===== config.mk =====
export PLATFORM = sky130hd
export DESIGN_NAME = silife_grid
export DESIGN_NICKNAME = d
export VERILOG_FILES = /design/src/rtl/silife_grid.sv
export SDC_FILE = /design/constraint.sdc
export NUM_CORES = 1
export LEC_CHECK = 0
export ABC_AREA = 0
export CAP_MARGIN = 15
export CORE_MARGIN = 1.5
export CORE_UTILIZATION = 30
export DETAILED_ROUTE_END_ITERATION = 7
export PLACE_DENSITY = 0.52
export SLEW_MARGIN = 40
export SYNTH_ARGS = -nofsm -noshare
export SYNTH_HDL_FRONTEND = slang
export SYNTH_SLANG_ARGS = --single-unit

===== constraint.sdc =====
create_clock -name clk -period 5.8 [get_ports clk]
set_clock_uncertainty 0.15 [all_clocks]
set_input_delay 1.16 -clock clk [delete_from_list [all_inputs] [get_ports clk]]
set_output_delay 1.16 -clock clk [all_outputs]
set_load 0.1 [all_outputs]

===== src/rtl/silife_grid.sv =====
// Game-of-Life (B3/S23) engine for an 8x8 grid: host row writes in IDLE,
// row-serial next-generation computation in CALC, atomic commit to `cells`.
module silife_grid #(
  parameter int GEN_WIDTH = 16
) (
  input  logic                 clk,
  input  logic                 reset,
  input  logic                 wr_en,
  input  logic [2:0]           wr_row,
  input  logic [7:0]           wr_data,
  input  logic                 step,
  input  logic                 wrap_edges,
  output logic                 busy,
  output logic                 done,
  output logic [GEN_WIDTH-1:0] generation,
  output logic [63:0]          cells
);

  localparam logic [0:0] IDLE = 1'b0;
  localparam logic [0:0] CALC = 1'b1;

  logic [0:0]  state;
  logic [2:0]  row_k;
  logic [63:0] cur;
  logic [63:0] nxt;
  logic        wrap_q;

  logic [2:0]  k_up;
  logic [2:0]  k_dn;
  logic [7:0]  row_up;
  logic [7:0]  row_mid;
  logic [7:0]  row_dn;
  logic [7:0]  row_new;

  // Rows are padded with one phantom column on each side, so every cell sees
  // a uniform 3x3 window whether the grid wraps or not.
  function automatic logic [7:0] next_row(input logic [7:0] up, input logic [7:0] mid,
                                          input logic [7:0] dn, input logic wrap);
    logic [9:0] ux;
    logic [9:0] mx;
    logic [9:0] dx;
    logic [3:0] cnt;
    logic [7:0] res;
    ux  = {wrap & up[0],  up,  wrap & up[7]};
    mx  = {wrap & mid[0], mid, wrap & mid[7]};
    dx  = {wrap & dn[0],  dn,  wrap & dn[7]};
    res = '0;
    for (int c = 0; c < 8; c++) begin
      cnt = 4'(ux[c]) + 4'(ux[c+1]) + 4'(ux[c+2])
          + 4'(mx[c])               + 4'(mx[c+2])
          + 4'(dx[c]) + 4'(dx[c+1]) + 4'(dx[c+2]);
      res[c] = (cnt == 4'd3) | (mx[c+1] & (cnt == 4'd2));
    end
    return res;
  endfunction

  assign k_up    = row_k - 3'd1;
  assign k_dn    = row_k + 3'd1;
  assign row_mid = cur[{row_k, 3'b000} +: 8];
  assign row_up  = (row_k == 3'd0 && !wrap_q) ? 8'h00 : cur[{k_up, 3'b000} +: 8];
  assign row_dn  = (row_k == 3'd7 && !wrap_q) ? 8'h00 : cur[{k_dn, 3'b000} +: 8];
  assign row_new = next_row(row_up, row_mid, row_dn, wrap_q);

  // NOTE: all state updates use non-blocking assignments so every register
  // samples the pre-edge values; blocking here would let row_k or cur race.
  always_ff @(posedge clk) begin
    if (reset) begin
      state      <= IDLE;
      row_k      <= 3'd0;
      cur        <= '0;
      nxt        <= '0;
      wrap_q     <= 1'b0;
      done       <= 1'b0;
      generation <= '0;
    end else begin
      done <= 1'b0;
      case (state)
        IDLE: begin
          if (wr_en) begin
            cur[{wr_row, 3'b000} +: 8] <= wr_data;
          end else if (step) begin
            state  <= CALC;
            row_k  <= 3'd0;
            wrap_q <= wrap_edges;
          end
        end
        CALC: begin
          nxt[{row_k, 3'b000} +: 8] <= row_new;
          row_k <= row_k + 3'd1;
          if (row_k == 3'd7) begin
            // Row 7 bypasses nxt so the whole new frame lands in one edge.
            cur        <= {row_new, nxt[55:0]};
            generation <= generation + 1'b1;
            done       <= 1'b1;
            state      <= IDLE;
          end
        end
        default: state <= IDLE;
      endcase
    end
  end

  assign busy  = (state == CALC);
  assign cells = cur;

endmodule

# Word-level counts from Yosys, hierarchy flattened
# Index checks and enable logic that the tools add are counted.
[op_classes]
addsub = 61
eq_ne = 21
n_shift = 7
n_mux = 15
bitwise = 24
reduce_logical = 9
[ops]
columns = ["cell", "n"]
rows = [
  ["indexed part select 64 x 7 -> 8 bit", 3],
  ["adder 4 x 1 -> 4 bit", 32],
  ["bitwise mux 64 bit", 2],
  ["two-way mux 64 bit", 2],
  ["one-hot mux 64 bit (2 select lines)", 1],
  ["variable shift 8 x 8 -> 64 bit, first input constant", 2],
  ["indexed part select 8 x 8 -> 64 bit", 2],
  ["== test 4 x 2 -> 1 bit, second input constant", 16],
  ["adder 3 x 1 -> 4 bit", 8],
  ["adder 2 x 1 -> 3 bit", 8],
  ["adder 1 x 1 -> 2 bit", 8],
  ["adder 16 x 1 -> 16 bit, second input constant", 1],
  ["two-way mux 8 bit", 2],
  ["negator 6 -> 8 bit", 2],
  ["AND 1 bit", 14],
  ["bitwise OR 1 bit", 8],
  ["two-way mux 3 bit", 2],
  ["!= test 2 bit, second input constant", 3],
  ["one-hot mux 3 bit (2 select lines)", 1],
  ["AND reduction 2 bit", 3],
  ["two-way mux 1 bit", 4],
  ["adder 3 x 1 -> 3 bit, second input constant", 1],
  ["== test 3 bit, second input constant", 1],
  ["logical NOT 3 bit", 1],
  ["8 further kinds", 10],
]
[word_totals]
ff_bits = 150
in_bits = 16
output_inout_bits = 82
word_cells = 144

# Longest topological paths before layout
# Gate-level depths: netlist of the first run.
[depth]
depth_word = 16
depth_mapped = 20
mapped_depth_nobuf = 17

# Worst setup path after synthesis of the first run
# OpenSTA, ideal clock, no wires.
[synth_path]
path_type = "reg2reg"
from = "reg row_k[0]"
to = "reg cur[56], in the netlist cells[56]"
setup_time_ps = 134
t_arrival_ps = 5344
t_required_ps = 5516
slack_ps = 172
stages_incl_launch_ff = 19
n_path_buf = 3
period_less_slack_ps = 5628
path_cell_list = "dfxtp_1 -> buf_4 -> inv_2 -> buf_4 -> ha_1 -> xor2_1 -> buf_4 -> mux4_2 -> a22oi_1 -> fa_1 -> fa_1 -> inv_1 -> fa_1 -> ha_1 -> fa_1 -> and4b_1 -> a32o_1 -> a221oi_1 -> a211oi_1"
[synth_via]
elab_chain_len = 16
elab_cells_between_ends = 29
cone_classes = "add/sub (9); eq/ne (4); shift (3); mux (4); bitwise (5); reduce/logical (4)"
[synth_rtl]
columns = ["item", "line", "text"]
rows = [
  ["start, declared", "23", "logic [2:0] row_k;"],
  ["start signal, assigned", "89", "row_k <= row_k + 3'd1;"],
  ["subtractor 3 x 1 -> 3 bit / logical NOT 3 bit (equally long branches)", "57, 60", ""],
  ["indexed part select 64 x 7 -> 8 bit / logical AND 1 bit (equally long branches)", "60", "assign row_up = (row_k == 3'd0 && !wrap_q) ? 8'h00 : cur[{k_up, 3'b000} +: 8];"],
  ["two-way mux 8 bit", "60", ""],
  ["AND 1 bit", "44", "ux = {wrap & up[0], up, wrap & up[7]};"],
  ["adder 1 x 1 -> 2 bit", "49", "cnt = 4'(ux[c]) + 4'(ux[c+1]) + 4'(ux[c+2])"],
  ["adder 2 x 1 -> 3 bit", "49", ""],
  ["adder 3 x 1 -> 4 bit", "50", "+ 4'(mx[c]) + 4'(mx[c+2])"],
  ["adder 4 x 1 -> 4 bit", "50", ""],
  ["adder 4 x 1 -> 4 bit (3 in a row)", "51", "+ 4'(dx[c]) + 4'(dx[c+1]) + 4'(dx[c+2]);"],
  ["== test 4 x 2 -> 1 bit", "52", "res[c] = (cnt == 4'd3) | (mx[c+1] & (cnt == 4'd2));"],
  ["AND 1 bit", "52", ""],
  ["bitwise OR 1 bit", "52", ""],
  ["two-way mux 64 bit", "90", "if (row_k == 3'd7) begin"],
  ["one-hot mux 64 bit (2 select lines)", "77", "case (state)"],
  ["end signal, assigned by index", "80", "cur[{wr_row, 3'b000} +: 8] <= wr_data;"],
  ["end signal, assigned", "92", "cur <= {row_new, nxt[55:0]};"],
  ["end, declared", "24", "logic [63:0] cur;"],
]
# Several ways; a longest one is shown, not always the timed one. The select of a mux whose other input is x is not followed.
# A chain may end at the register's enable or synchronous reset.

# Final worst setup path of the first run
[layout_path]
from = "reg row_k[1]"
to = "reg cur[56], in the netlist cells[56]"
# The elaborated chain is that of the path after synthesis.

==> metrics.md, run 1 <==
| Metric | Value |
|---|---|
| DIE WIDTH | 178 um |
| Pwr dens | 245 nW/um^2 |
| GP Congestion | 0.900 |
| Worst skew pair latency | 440 ps |
| Core ar. | 29900 um^2 |
| Top FF cell, synth | dfxtp_1 |
| Worst hold path depth | 2 |
| Endpoints failing setup | 0 |
| Die Y | 178 um |
| Fraction of layout cells with a size suffix above 1 | 20.8% |
| Hold Path Origin | nxt[40]$_SDFFE_PP0P_ |
| Sequential fraction of the synthesis area | 31.0% |
| Area Growth Syn to Fin | 17.5% |
| Final Hold Vio Count | 0 |
| Grt ovf | 0 |
| Drt first pass iters | 5 |
| Via-to-Cell Ratio | 5.50 |
| DP Wirelength | 24.9 mm |
| PostCTS Resize Cnt | 0 |
| Critical Path End Type | flip-flop |
| CP Class | reg -> reg |
| Initial antenna violation count | 0 |
| Final period util | 95.0% |
| Asr flop ratio synth | 0% |
| Worst R2R End | cells[56]$_SDFFE_PP0P_ |
| Pleak | 4.25 nW |
| Nets | 1154 |
| ANT cells | 0 |
| Rel. slew slack | 42.0% |
| Tightest Hold Check Type | reg -> reg |
| Post-CTS Repair Setup Buffers | 0 |
| Commonest non-fill, non-tap cell in the layout | dfxtp_1 |
| Mapped cell area | 9160 um^2 |
| Status | completed |
| R2R depth | 16 |
| Clock Tree Root | clkbuf_16 |
| Post-Syn Nets | 1065 |
| GRT Total Usage | 20.9% |
| Synth warnings | 0 |
| Detailed-route via count | 8114 |
| WP data arrival | 5650 ps |
| Reg-to-Reg Start | row_k[1]$_SDFFE_PP0P_ |
| DP Area | 10100 um^2 |
| IO Count | 98 |
| Initial core utilization | 30.7% |
| H-tree depth | 4 |
| Worst Tran Pin Value | 871 ps |
| Critical Path Fanout Max | 11 |
| Hold Path Sink | nxt[40]$_SDFFE_PP0P_ |
| Row Count | 63 |
| Peak Freq | 0.181 GHz |
| Clk buf depth | 2 |
| Drt drc | 0 |
| Avg Cell Area, Syn | 9.32 um^2 |
| Antenna Nets Post-Route | 0 |
| Maxcap violations | 0 |
| Filler instances | 3036 |
| Reg2Reg Setup Slack | 290 ps |
| # port buffers | 97 |
| Unrepaired setup endpoints after global routing | false |
| Netlist cell types | 63 |
| First-pass GRT wire length | 48.8 mm |
| TritonCTS Buffers | 17 |
| Die area | 31600 um^2 |
| Worst endpoint required time | 5940 ps |
| CTS tree | done |
| Sink Count | 142 |
| # hold bufs at CTS | 0 |
| Fin. max-slew vios | 0 |
| Most frequent cells in the layout | dfxtp_1, nand2_1, buf_2 |
| Design area | 10800 um^2 |
| Startpoint Class | flip-flop |
| Post-synth EDFFs | 0 |
| Largest net degree at the start of global routing | 90 |
| Iteration-0 DRC Markers | 706 |
| Peak VDD IR | 0.204 mV |
| Vias in the first global route | 7655 |
| Post-synthesis register bit count | 142 |
| Cell count after synthesis | 983 |
| Fin crit period | 5510 ps |
| Worst-path clk slew | 70 ps |
| Final WL | 32.6 mm |
| Setup_tns | 0 ps |
| Wire per inst | 22.1 um |
==> cell families (layout without fill, tap and decap cells) <==
| family | Yosys count | count (layout) | synth area share (%) |
|---|---|---|---|
| XOR/XNOR | 10 | 10 | 0.956 |
| AND/OR/NAND/NOR | 305 | 305 | 17.2 |
| AO/OA/AOI/OAI | 256 | 256 | 20.8 |
| flip-flops | 142 | 142 | 31.0 |
| buffers and inverters | 130 | 232 | 6.27 |
| adder cells (fa/ha/maj) | 66 | 66 | 11.6 |
| multiplexers | 74 | 74 | 12.1 |
==> worst max path at each step <==
stage,start,end,slack (ps),depth (start not counted)
after floorplan,row_k[0]$_SDFFE_PP0P_,cells[56]$_SDFFE_PP0P_,170,18
after global placement,row_k[0]$_SDFFE_PP0P_,cells[59]$_SDFFE_PP0P_,420,14
after detailed placement,row_k[1]$_SDFFE_PP0P_,cells[56]$_SDFFE_PP0P_,290,16
after CTS,row_k[1]$_SDFFE_PP0P_,cells[56]$_SDFFE_PP0P_,290,16
after global routing,row_k[1]$_SDFFE_PP0P_,cells[56]$_SDFFE_PP0P_,2,16
final,row_k[1]$_SDFFE_PP0P_,cells[56]$_SDFFE_PP0P_,290,16
==> where the power goes <==
| part | total (mW) | switching [mW] | internal, mW |
|---|---|---|---|
| Clock | 1.14 | 0.551 | 0.588 |
| Combinational | 0.477 | 0.348 | 0.129 |
| Sequential | 1.02 | 0.0334 | 0.991 |
| Total | 2.64 | 0.933 | 1.71 |
==> cell usage after synthesis, types with 4 or more instances <==
library cell	number	area (um^2)
xor2_1	5	43.8
mux2_2	13	146
a31o_2	8	70.1
nand3_1	17	85.1
a221oi_1	32	280
and2_1	12	75.1
nor3_1	5	25.0
fa_1	32	641
nor2b_1	13	81.3
dfxtp_1	142	2840
or3_1	6	37.5
nand2_1	122	458
a22o_1	5	43.8
a21oi_1	21	105
buf_2	18	90.1
o21ai_1	8	40.0
a32oi_1	4	35.0
mux2i_1	32	320
nand2b_1	5	31.3
o221a_2	8	90.1
xnor2_1	5	43.8
nor4bb_1	5	50.1
ha_1	34	425
a22oi_1	37	278
and4b_1	14	140
inv_1	72	270
buf_4	10	75.1
mux4_2	28	631
o21ai_0	30	150
a211oi_1	32	240
nand4_1	8	50.1
o31ai_1	57	428
nor2_1	73	274
clkbuf_1	21	78.8
nand4_2	4	50.1
==> cell type report <==
cell class | instances | area [um^2] | area share [%]
multi-input combinational | 711 | 5750 | 53.4
sequential | 142 | 2850 | 26.5
timing repair buffer | 126 | 779 | 7.24
tap | 390 | 488 | 4.53
clock buffer | 17 | 425 | 3.95
inverter | 74 | 278 | 2.58
clock inverter | 15 | 195 | 1.81
==> through the flow <==
stage / power, mW / util (%) / instances / setup WS, ps / hold WS [ps]
floorplan: 1.36 / - / 983 / 172 / 275
global placement: 1.53 / 35.3 / 1442 / 417 / 283
detailed placement: 1.52 / 33.9 / 1443 / 290 / 290
CTS: 2.65 / 36.0 / 1475 / 286 / 306
global route: 2.73 / 36.0 / 1475 / 2.47 / 325
finish: 2.64 / 36.0 / 1475 / 289 / 306
==> worst max-delay path: stages (launching register included) <==
cell and delay, ps:
dfxtp_1 540, inv_1 150, ha_1 210, xor2_1 130, buf_4 230, mux4_2 310
a22oi_1 500, fa_1 540, fa_1 540, inv_1 50, fa_1 470, ha_1 240
fa_1 470, and4b_1 210, a32o_1 270, a221oi_1 250, a211oi_1 110
==> state kept, by name, summed over array words and instances, names as in the netlist <==
register and flops:
nxt 56, generation 16, done 1, row_k 3
wrap_q 1, busy 1, cells 64
==> per-layer routing <==
layer  part of all wire (%)  vias up  GRT usage [%]  wire, um
li1                       -     3843              -         -
met1                     47     3988           29.7     15200
met2                     45      257           32.7     14800
met3                    6.4       26           3.47      2100
met4                    1.3        0           5.60       435
met5                      0        -              0         0
(Power assumes the default switching activity.)
==> run 2, diff against run 1 <==
SLEW_MARGIN = unset   (was 40)
==> metrics.md, run 2 (synthesis gave the netlist of run 1 again) <==
| Metric | Value |
|---|---|
| Switch share | 35.2% (was 35.3%) |
| Max reg flops | 64 (unchanged) |
| Unrepaired setup endpoints after global routing | false (unchanged) |
| Wire per inst | 22.0 um (was 22.1 um) |
| Worst-path clk slew | 80 ps (was 70 ps) |
| DP Worst Slack | 295 ps (was 290 ps) |
| DP Wirelength | 24.8 mm (was 24.9 mm) |
| Clock Tree Root | clkbuf_16 (unchanged) |
| Commonest non-fill, non-tap cell in the layout | dfxtp_1 (unchanged) |
| # hold bufs at CTS | 0 (unchanged) |
| Filler instances | 3021 (was 3036) |
| Internal | 1.73 mW (was 1.71 mW) |
| Critical Path Fanout Max | 11 (unchanged) |
| DIE WIDTH | 178 um (unchanged) |
| Grt ovf | 0 (unchanged) |
| Die area | 31600 um^2 (unchanged) |
| Final Hold Vio Count | 0 (unchanged) |
| Nets | 1153 (was 1154) |
| Endpoints failing setup | 0 (unchanged) |
| First-pass GRT wire length | 48.7 mm (was 48.8 mm) |
| ANT cells | 0 (unchanged) |
| Peak VDD IR | 0.202 mV (was 0.204 mV) |
| Row Count | 63 (unchanged) |
| WP data arrival | 5660 ps (was 5650 ps) |
| Crit-path slowest cell | mux4_2 (was dfxtp_1) |
| Sink Count | 142 (unchanged) |
| H-tree depth | 4 (unchanged) |
| Pleak | 4.08 nW (was 4.25 nW) |
| Core ar. | 29900 um^2 (unchanged) |
| Register area | 2850 um^2 (unchanged) |
| Drt first pass iters | 6 (was 5) |
| Vias in the first global route | 7701 (was 7655) |
| CP Class | reg -> reg (unchanged) |
| Critical Path End Type | flip-flop (unchanged) |
| GP Congestion | 0.900 (unchanged) |
| Sequential power share | 38.4% (was 38.8%) |
| Comb pwr share | 18.4% (was 18.1%) |
| Final period util | 95.2% (was 95.0%) |
| Fin. max-slew vios | 0 (unchanged) |
| Die Y | 178 um (unchanged) |
| Worst endpoint required time | 5940 ps (about the same) |
| Initial antenna violation count | 0 (unchanged) |
| Footprint of the multi-input gates | 5750 um^2 (about the same) |
| CTS tree | done (unchanged) |
| Fraction of layout cells with a size suffix above 1 | 13.2% (was 20.8%) |
| Largest net degree at the start of global routing | 90 (unchanged) |
| Setup ws final | 280 ps (was 289 ps) |
| Tightest Hold Check Type | reg -> reg (unchanged) |
| Antenna Nets Post-Route | 0 (unchanged) |
| Most used cell, CP | fa_1 (unchanged) |
| Rel. slew slack | 31.1% (was 42.0%) |
| Maxcap violations | 0 (unchanged) |
| GRT Total Usage | 20.8% (was 20.9%) |
| Fin crit period | 5520 ps (was 5510 ps) |
| Iteration-0 DRC Markers | 643 (was 706) |
| Post-CTS Repair Setup Buffers | 0 (unchanged) |
| Net Switching | 0.939 mW (was 0.933 mW) |
| Clk pwr share | 43.3% (was 43.1%) |
| Clk buf depth | 2 (unchanged) |
| Worst Tran Pin Value | 1030 ps (was 871 ps) |
| Most frequent cells in the layout | dfxtp_1, nand2_1, clkdlybuf4s50_1 (was dfxtp_1, nand2_1, buf_2) |
| Via-to-Cell Ratio | 5.49 (was 5.50) |
| Worst skew pair latency | 440 ps (about the same) |
| TritonCTS Buffers | 17 (unchanged) |
| Area Growth Syn to Fin | 22.0% (was 17.5%) |
| Startpoint Class | flip-flop (unchanged) |
| Setup_tns | 0 ps (unchanged) |
| Peak Freq | 0.181 GHz (about the same) |
| Drt drc | 0 (unchanged) |
| # port buffers | 97 (unchanged) |
| Pwr dens | 239 nW/um^2 (was 245 nW/um^2) |
| CP cell instances | ha_1 -> ha_1 -> buf_4 -> mux4_2 -> nand2_1 -> fa_1 -> fa_1 -> inv_1 -> fa_1 -> ha_1 -> fa_1 -> and4b_1 -> a32o_1 -> a221oi_1 -> a211oi_1 (was inv_1 -> ha_1 -> xor2_1 -> buf_4 -> mux4_2 -> a22oi_1 -> fa_1 -> fa_1 -> inv_1 -> fa_1 -> ha_1 -> fa_1 -> and4b_1 -> a32o_1 -> a221oi_1 -> a211oi_1) |
| Initial core utilization | 30.7% (unchanged) |
| Status | completed (unchanged) |
| Peak per-stage delay on the critical path | 560 ps (was 540 ps) |
| Final WL | 32.4 mm (was 32.6 mm) |
| IO Count | 98 (unchanged) |
| Detailed-route via count | 8098 (was 8114) |
## run 2: cell types whose count changed in the layout (fill, tap and decap cells not counted), moves of 2 or more
cell | before | now
inv_8 | 5 | 3
buf_2 | 82 | 0
inv_6 | 0 | 2
inv_12 | 0 | 2
clkdlybuf4s50_1 | 14 | 96
## run 2: final timing paths
path              slack (ps)                endpoint                   from  cells past startpoint
hold / removal           300    nxt[22]$_SDFFE_PP0P_   nxt[22]$_SDFFE_PP0P_                      2
setup reg to reg         280  cells[56]$_SDFFE_PP0P_  row_k[1]$_SDFFE_PP0P_                     15
hold reg to reg          300    nxt[22]$_SDFFE_PP0P_   nxt[22]$_SDFFE_PP0P_                      2
setup / recovery         280  cells[56]$_SDFFE_PP0P_  row_k[1]$_SDFFE_PP0P_                     15
## run 2: through the flow
stage	area (um^2)	hold WS, ps	instances	total power [mW]	util, %
global placement	10500	283	1442	1.53	35.3
finish	11200	304	1474	2.67	37.4
floorplan	9160	275	983	1.36	-
detailed placement	10500	290	1442	1.53	35.3
CTS	11200	306	1474	2.68	37.4
global route	11200	328	1474	2.76	37.4
## run 2: layout make-up
cell class / count / area share (%)
inverters: 74 / 2.49
clock inverters: 15 / 1.85
repair buffers: 125 / 10.5
multi-input cells: 711 / 51.5
flip-flops and latches: 142 / 25.5
clock buffers: 17 / 3.81
well taps: 390 / 4.37
## run 2: layer usage
metal / GRT usage, % / vias up / wire length, um / part of all wire (%)
li1: - / 3834 / - / -
met1: 29.6 / 3971 / 15100 / 47
met2: 32.5 / 270 / 14900 / 46
met3: 3.77 / 23 / 2000 / 6.2
met4: 4.73 / 0 / 388 / 1.2
met5: 0 / - / 0 / 0
## run 2: what timing repair did
action | in CTS | in global routing
endpoints found under the hold margin | 0 | 0
setup endpoints to repair | 0 | 2
resized for setup | 0 | 2
## run 2: power by group through the flow
stage | combinational, mW | sequential, mW | clock [mW]
finish | 0.490 | 1.02 | 1.15
floorplan | 0.225 | 1.14 | 0
detailed placement | 0.484 | 1.05 | 0
global placement | 0.484 | 1.05 | 0
global route | 0.520 | 1.03 | 1.22
CTS | 0.486 | 1.02 | 1.17
## run 2: worst max-delay path, delay by kind of cell, from the launching register on
| family | cells | cell delay (ps) |
|---|---|---|
| and+or+nand+nor | 2 | 350 |
| AOI/OAI and AO/OA | 3 | 660 |
| muxes | 1 | 560 |
| buffers and inverters | 2 | 350 |
| DFF | 1 | 420 |
| adders and majority gates | 7 | 2880 |
